**config.mk**
```make
export PLATFORM = sky130hd
export DESIGN_NAME = burst_writer
export DESIGN_NICKNAME = d
export VERILOG_FILES = /design/src/rtl/burst_writer_pkg.sv /design/src/rtl/burst_writer.sv
export SDC_FILE = /design/constraint.sdc
export NUM_CORES = 1
export LEC_CHECK = 0
export CAP_MARGIN = 20
export CORE_MARGIN = 4
export CORE_UTILIZATION = 30
export CTS_CLUSTER_SIZE = 30
export DETAILED_ROUTE_END_ITERATION = 8
export DONT_BUFFER_PORTS = 1
export PLACE_DENSITY = 0.48
export SYNTH_ARGS = -nofsm -noshare
export SYNTH_HDL_FRONTEND = slang
export SYNTH_SLANG_ARGS = --single-unit
```
**constraint.sdc**
```tcl
create_clock -name clk -period 3.6 [get_ports clk]
set_input_delay 0.72 -clock clk [delete_from_list [all_inputs] [get_ports clk]]
set_output_delay 0.72 -clock clk [all_outputs]
set_load 0.005 [all_outputs]
```
**src/rtl/burst_writer_pkg.sv**
```systemverilog
`timescale 1ns/1ps
// burst_writer_pkg: shared types and constants for the burst_writer block.
// Contents: FSM state enum, AXI burst/response encodings, byte-stride helper.
// No logic; imported by burst_writer.
package burst_writer_pkg;

    typedef enum logic [1:0] {
        ST_IDLE = 2'd0,
        ST_ADDR = 2'd1,
        ST_DATA = 2'd2,
        ST_RESP = 2'd3
    } state_t;

    localparam logic [1:0] AXI_BURST_INCR = 2'b01;

    localparam logic [1:0] RESP_OKAY   = 2'b00;
    localparam logic [1:0] RESP_SLVERR = 2'b10;
    localparam logic [1:0] RESP_DECERR = 2'b11;

    // Bytes covered by one full burst; the address step between bursts.
    function automatic int unsigned burst_stride_bytes(input int unsigned burst_length,
                                                       input int unsigned data_width);
        return burst_length * (data_width / 8);
    endfunction

endpackage

```
**src/rtl/burst_writer.sv**
```systemverilog
`timescale 1ns/1ps
// burst_writer: drains a source FIFO into num_bursts fixed-length AXI4 INCR write bursts.
// Latency: awvalid one cycle after an accepted start; W beats pop the FIFO with zero latency.
// Backpressure: holds AW/W payload until awready/wready; one burst outstanding until its B.
//
// Ports:
//   clk, rst (async, active-high)
//   start/base_addr/num_bursts -> job request; busy/done (1-cycle pulse)/error (sticky) -> status
//   fifo_empty/fifo_dout/fifo_ren -> read side of the external source FIFO (show-ahead)
//   aw*/w*/b* -> AXI4 write address, data and response channels
//
// Build option: define BURST_WRITER_ABORT_ON_ERR_EN to end the job at the first
// SLVERR/DECERR response instead of completing every requested burst.
module burst_writer
    import burst_writer_pkg::*;
#(
    parameter int DATA_WIDTH   = 32,
    parameter int BURST_LENGTH = 128,
    parameter int ADDR_WIDTH   = 32
) (
    input  logic                      clk,
    input  logic                      rst,

    input  logic                      start,
    input  logic [ADDR_WIDTH-1:0]     base_addr,
    input  logic [15:0]               num_bursts,
    output logic                      busy,
    output logic                      done,
    output logic                      error,

    input  logic                      fifo_empty,
    input  logic [DATA_WIDTH-1:0]     fifo_dout,
    output logic                      fifo_ren,

    output logic                      awvalid,
    input  logic                      awready,
    output logic [ADDR_WIDTH-1:0]     awaddr,
    output logic [7:0]                awlen,
    output logic [2:0]                awsize,
    output logic [1:0]                awburst,

    output logic                      wvalid,
    input  logic                      wready,
    output logic [DATA_WIDTH-1:0]     wdata,
    output logic [DATA_WIDTH/8-1:0]   wstrb,
    output logic                      wlast,

    input  logic                      bvalid,
    output logic                      bready,
    input  logic [1:0]                bresp
);

    localparam int                    STRB_WIDTH  = DATA_WIDTH / 8;
    localparam logic [7:0]            LAST_BEAT   = 8'(BURST_LENGTH - 1);
    localparam logic [2:0]            AW_SIZE     = 3'($clog2(STRB_WIDTH));
    localparam logic [ADDR_WIDTH-1:0] ADDR_STRIDE =
        ADDR_WIDTH'(burst_stride_bytes(BURST_LENGTH, DATA_WIDTH));

    state_t      state;
    logic [7:0]  beat_cnt;
    logic [15:0] bursts_left;
    logic        w_hs;
    logic        resp_err;
    logic        job_end;

    // The FIFO is show-ahead, so the head word is the beat on offer. wvalid can
    // only fall through a pop, which is exactly a W handshake, so it never
    // retracts an un-accepted beat.
    assign wvalid   = (state == ST_DATA) && !fifo_empty;
    assign w_hs     = wvalid && wready;
    assign fifo_ren = w_hs;
    assign wdata    = fifo_dout;
    assign wstrb    = '1;
    assign wlast    = (state == ST_DATA) && (beat_cnt == LAST_BEAT);

    assign awsize   = AW_SIZE;
    assign awburst  = AXI_BURST_INCR;

    assign resp_err = (bresp == RESP_SLVERR) || (bresp == RESP_DECERR);

`ifdef BURST_WRITER_ABORT_ON_ERR_EN
    assign job_end  = (bursts_left == 16'd1) || resp_err;
`else
    assign job_end  = (bursts_left == 16'd1);
`endif

    always_ff @(posedge clk or posedge rst) begin
        if (rst) begin
            state       <= ST_IDLE;
            awvalid     <= 1'b0;
            awaddr      <= '0;
            awlen       <= '0;
            bready      <= 1'b0;
            busy        <= 1'b0;
            done        <= 1'b0;
            error       <= 1'b0;
            beat_cnt    <= '0;
            bursts_left <= '0;
        end else begin
            done <= 1'b0;
            case (state)
                ST_IDLE: begin
                    if (start) begin
                        error <= 1'b0;
                        if (num_bursts == 16'd0) begin
                            // Empty job: acknowledge without touching the bus.
                            done <= 1'b1;
                        end else begin
                            awaddr      <= base_addr;
                            awlen       <= LAST_BEAT;
                            bursts_left <= num_bursts;
                            awvalid     <= 1'b1;
                            busy        <= 1'b1;
                            state       <= ST_ADDR;
                        end
                    end
                end

                ST_ADDR: begin
                    if (awready) begin
                        awvalid  <= 1'b0;
                        beat_cnt <= '0;
                        state    <= ST_DATA;
                    end
                end

                ST_DATA: begin
                    if (w_hs) begin
                        if (beat_cnt == LAST_BEAT) begin
                            beat_cnt <= '0;
                            bready   <= 1'b1;
                            state    <= ST_RESP;
                        end else begin
                            beat_cnt <= beat_cnt + 8'd1;
                        end
                    end
                end

                ST_RESP: begin
                    if (bvalid) begin
                        bready      <= 1'b0;
                        bursts_left <= bursts_left - 16'd1;
                        if (resp_err) begin
                            error <= 1'b1;
                        end
                        if (job_end) begin
                            busy  <= 1'b0;
                            done  <= 1'b1;
                            state <= ST_IDLE;
                        end else begin
                            // Next AW is raised only here, after B, so at most
                            // one burst is ever outstanding.
                            awaddr  <= awaddr + ADDR_STRIDE;
                            awvalid <= 1'b1;
                            state   <= ST_ADDR;
                        end
                    end
                end

                default: state <= ST_IDLE;
            endcase
        end
    end

endmodule

```
-- Word-level counts from Yosys, hierarchy flattened
Index checks and enable logic that the tools add are counted.
- bits in registers: 64
- word-level logic and storage cells: 93
- output and inout port bits: 89
- bitwise operators: 1
- reduce and logical (&&, ||, !) cells: 20
- mux-type cells: 43
- equality and inequality tests: 16
- add/sub/neg operators: 3
- operator list (operator ; number):
    32-bit 2-to-1 mux ; 4
    32-bit case mux with 2 select lines ; 1
    16-bit 2-to-1 mux ; 3
    32-bit by 10-bit adder with 32-bit output (second input constant) ; 1
    16-bit case mux with 2 select lines ; 1
    8-bit 2-to-1 mux ; 3
    1-bit 2-to-1 mux ; 18
    16-bit by 1-bit == test with 1-bit output (second input constant) ; 1
    16-bit zero test ; 1
    2-bit inequality test (second input constant) ; 8
    8-bit case mux with 2 select lines ; 1
    16-bit by 1-bit subtractor with 16-bit output (second input constant) ; 1
    2-bit 2-to-1 mux ; 6
    4-bit AND reduction ; 3
    6-bit AND reduction ; 2
    5-bit AND reduction ; 2
    8-bit by 1-bit adder with 8-bit output (second input constant) ; 1
    2-bit == test (second input constant) ; 4
    8-bit by 7-bit == test with 1-bit output (second input constant) ; 1
    1-bit case mux with 2 select lines ; 4
    2-bit case mux with 4 select lines ; 1
    3-bit AND reduction ; 2
    2-bit nonzero test ; 3
    1-bit logical AND ; 3
    8 further kinds ; 8

-- Depth between registers and ports, before layout
- depth in word-level cells: 5
- gate-level depth with buffers: 9

-- Least setup slack after synthesis
Ideal clock, no wire load.
- kind: register to register
- from: register bursts_left[0]
- to: register bursts_left[14]
- data arrival time: 2.174 ns
- required time: 3.479 ns
- stages on the path, launching flop included: 8
- setup slack: 1.305 ns
- cells stage by stage: dfrtp_1 -> inv_1 -> ha_1 -> or3b_2 -> or3_4 -> or3_1 -> a21o_1 -> a22o_1
- cells in the longest elaborated chain, start to end: 3
- ends and longest elaborated chain (what ; line ; RTL):
    start: declaration ; burst_writer.sv:61 ; logic [15:0] bursts_left;
    start signal: assignment ; burst_writer.sv:111 ; bursts_left <= num_bursts;
    start signal: assignment ; burst_writer.sv:142 ; bursts_left <= bursts_left - 16'd1;
    16-bit by 1-bit subtractor with 16-bit output ; burst_writer.sv:142 ;
    16-bit 2-to-1 mux ; burst_writer.sv:140 ; if (bvalid) begin
    16-bit case mux with 2 select lines ; burst_writer.sv:101 ; case (state)
No other way between the ends. The select of a mux whose other input is x is not followed.
A chain may end at the register's enable or synchronous reset.

-- Worst setup path in the final report
- from: register state[1]
- to: register awaddr[16]
- cells in the longest elaborated chain, start to end: 3
- elaborated cells on any way between the ends: 9
- ends and longest elaborated chain (what ; line ; RTL):
    start: declaration ; burst_writer.sv:59 ; state_t state;
    start signal: assignment ; burst_writer.sv:89 ; state <= ST_IDLE;
    start signal: assignment ; burst_writer.sv:114 ; state <= ST_ADDR;
    start signal: assignment ; burst_writer.sv:123 ; state <= ST_DATA;
    2-bit == test / 2-bit zero test (equally long branches) ; burst_writer.sv:101 ;
    2-bit inequality test (no line) / 2-bit nonzero test (equally long branches) ; n/a ;
    5-bit AND reduction (no line) ; n/a ;
    end signal: assignment ; burst_writer.sv:109 ; awaddr <= base_addr;
    end signal: assignment ; burst_writer.sv:153 ; awaddr <= awaddr + ADDR_STRIDE;
    end: declaration ; burst_writer.sv:37 ; output logic [ADDR_WIDTH-1:0] awaddr,
Several ways; a longest one is shown, not always the timed one.

==> results by group <==
STA
  • Worst setup margin: 848 ps
  • Maximum clock frequency: 363 MHz
  • Max-slew violations: 0
  • Final setup vio count: 0
  • Period utilization: 76.4%
  • Slew HR: 32.9%
  • Layout Skew: 8.32 ps
  • Hold Fails Final Rpt: 0
  • RSZ-0062 raised after global routing: no
  • Slew @ Worst Pin: approximately 1000 ps
  • Total negative setup slack: 0 ps
  • Fin crit period: about 2800 ps

Clocking
  • Worst-Skew Late Latency: between 300 and 400 ps
  • CTS Root Cell: clkbuf_16
  • CTS-repair resized insts: 0
  • Sink Count: 64
  • CTS tree: done
  • Post-CTS setup repair buffer count: 0
  • Clock Path Buffers: 2
  • Total CTS buffers: 9
  • Hold Buf Count CTS: 0
  • H-Tree Depth: 3
  • CTS clk-pin slew, worst paths: 60 ps

Critical path
  • R2R Setup Slk: roughly 850 ps
  • Worst r2r src: state[1]
  • Worst EP required: 3820 ps
  • CP Class: flip-flop to flip-flop
  • Reg2reg path depth: 6
  • Crit path arrival time: 2970 ps
  • Critical Path End Type: flip-flop
  • Crit Path Max Fanout: 12
  • Worst setup path start: state[1]
  • R2R Path End: awaddr[16]
  • CP Launch Type: flip-flop

Die
  • Die footprint: roughly 16000 um^2
  • Die Ht: around 130 um
  • Initial Util: 31.2%
  • CORE AREA: 13500 um^2
  • Std-Cell Rows: between 40 and 50
  • # IOs: 178
  • Chip width: 126 um

Global route
  • Gr usage total: 13.8%
  • Antenna violations before repair: 0
  • Vias in the first global route: between 3000 and 4000
  • GRT overflow: 0
  • Global-route wire length before repair: 17.9 mm
  • Largest net degree at the start of global routing: 97

Final layout
  • Fin nets: about 540
  • Layout cell share with drive strength beyond 1: 9.42%
  • Number of fill cells: 1414
  • Layout area overhead: 4.23%
  • Finished Core Util: 32.5%
  • Non-Filler Instances: 622
  • Ant diodes: 0

Route
  • Via-to-Cell Ratio: 5.67
  • DR DRC count: 0
  • Routed wire length: 11.2 mm
  • Pre-Repair DR Iteration Count: 5
  • Antenna-violating nets left: 0
  • DR vias: 3525
  • Avg WL per Cell: 18.0 um
  • Initial DRC count: 174

Power and ir drop
  • Total power draw: approximately 4.4 mW
  • Pwr dens: 1000 nW/um^2
  • Power share of the combinational group: 45.0%
  • Leakage: between 1.5 and 2 nW
  • P_sw: 1.92 mW
  • Internal power: roughly 2.5 mW
  • Maximum vdd drop: approximately 400 uV
  • Part of the power in registers: 33.1%
  • Clk network pwr share: 21.9%
  • Switching portion of total power: 43.7%

Run status
  • Outcome: finished clean

Place
  • Final HPWL from detailed placement: 7.89 mm
  • Worst slack at placement: around 770 ps
  • Placed insts: about 610
  • GP Congestion: 0.793
  • Buffers added on ports: 0

Yosys
  • Asr flop ratio synth: 100%
  • #FFs+latches synth: 64
  • Yosys cell types: between 50 and 60
  • Main synth FF type: dfrtp_1
  • Post-Syn Area: 4200 um^2
  • Syn avg cell area: 8.51 um^2
  • Number of flops mapped to enable cells by yosys: 0
  • Sequential area share after synthesis: roughly two fifths
  • Ys Warns: 0
  • Cells after Synth: about 500

Job
  • Max cap viols: 0

Worst hold path
  • Worst hold path type: input port to asynchronous set/reset pin
## layer usage
metal / vias to the layer above / part of all wire (%) / GRT usage, %
met5: - / 0 / 0
met4: 0 / 3.2 / 7.13
met3: 28 / 7.1 / 4.12
met2: 116 / 45 / 20.8
met1: 1715 / 45 / 17.9
li1: 1666 / - / -
## kinds of logic (layout without fill, tap and decap cells)
kind of cell,after synthesis,after routing,share of synthesized area (%)
flip-flops,64,64,38.2
other,2,10,0.179
buffers and inverters,89,34,12.4
AND/OR/NAND/NOR,149,149,18.7
XOR/XNOR,2,2,0.417
multiplexers,6,6,1.43
AO/OA/AOI/OAI,171,171,25.7
adder cells (fa/ha/maj),10,10,2.98
## critical path: stages (launching register included)
cell and delay, ps:
dfrtp_1 450, ha_4 220, or4b_2 660, nor4_4 480, a211o_1 490, a21oi_1 90
o22a_1 240
## placed cells by master (no fill, tap or decap), types with 2 or more instances in the layout
master     count
o21ai_0       34
a21o_1         3
or4_1          4
a21oi_1       57
a31o_2         9
or4b_2         2
nor2_1        23
or3_1          3
bufinv_16      2
a211o_1        3
nand4_1       10
and4_1         2
mux2i_1        6
o211ai_1       3
a31oi_1        6
or2_2          2
nor2b_1        3
nand2b_1       5
buf_4          7
conb_1        10
o31ai_1        5
o32ai_1        3
ha_1           9
nand3_1       23
a22o_1         2
clkbuf_8       2
o22a_1         4
clkbuf_16      9
o21a_1        10
nor4_1        10
dfrtp_1       64
and3_1         5
o22ai_1       13
a2bb2oi_1      9
nor3_1         9
nand2_1       40
inv_1         11
## metrics by stage
| step | hold WS [ps] | instance area [um^2] |
|---|---|---|
| finish | 265 | 4380 |
| global route | 296 | 4380 |
| CTS | 277 | 4380 |
| detailed placement | 508 | 4050 |
| global placement | 495 | 4050 |
| floorplan | 461 | 4230 |
## power by group through the flow
stage	logic, mW	registers, mW	clock network (mW)
floorplan	1.64	1.31	0
global placement	1.93	1.45	0
detailed placement	1.98	1.47	0
CTS	1.99	1.46	0.989
global route	2.25	1.51	1.02
finish	1.97	1.45	0.960
## synth_stat cells, drive strengths merged, types with 3 or more instances
library cell | instances | share of area, %
nor2b | 3 | 0.45
and3 | 5 | 0.75
o21a | 10 | 1.8
o31ai | 5 | 0.89
nand4 | 10 | 1.5
nor3 | 9 | 1.1
a31o | 9 | 1.9
o32ai | 3 | 0.63
nor4 | 11 | 2.0
a2bb2oi | 9 | 1.9
o22ai | 13 | 1.9
a31oi | 6 | 0.89
a211o | 3 | 0.63
inv | 12 | 1.1
a21o | 3 | 0.54
o21ai | 34 | 4.1
nand2b | 5 | 0.75
buf | 56 | 9.5
a21oi | 57 | 6.8
a211oi | 3 | 0.54
ha | 10 | 3.0
mux2i | 6 | 1.4
nand3 | 23 | 2.7
dfrtp | 64 | 38
or3 | 4 | 0.72
nand2 | 40 | 3.6
or4 | 5 | 0.98
nor2 | 23 | 2.1
o22a | 4 | 0.83
o211ai | 3 | 0.54
clkbuf | 21 | 1.9
## worst max-delay path by stage
stage                           end  slack [ps]  cells after the start
finish                   awaddr[16]         850                      6
global route             awaddr[16]         680                      6
CTS                      awaddr[16]         820                      6
detailed placement  bursts_left[10]         770                      6
global placement    bursts_left[10]         820                      6
floorplan                 awaddr[0]        1280                      1
## flip-flops by register name, summed over array words and instances (netlist names)
register / count
bready: 1
awaddr: 32
busy: 1
done: 1
awvalid: 1
beat_cnt: 8
awlen: 1
error: 1
bursts_left: 16
state: 2
## final cells by class
class	instances	area (um^2)	area share [%]
inverter	12	45.0	1.03
tap	176	220	5.03
clock inverter	3	65.1	1.49
clock buffer	12	256	5.86
sequential	64	1600	36.6
multi-input combinational	348	2130	48.8
timing repair buffer	7	52.6	1.20
Note: power is estimated with default switching activity, not from simulation.
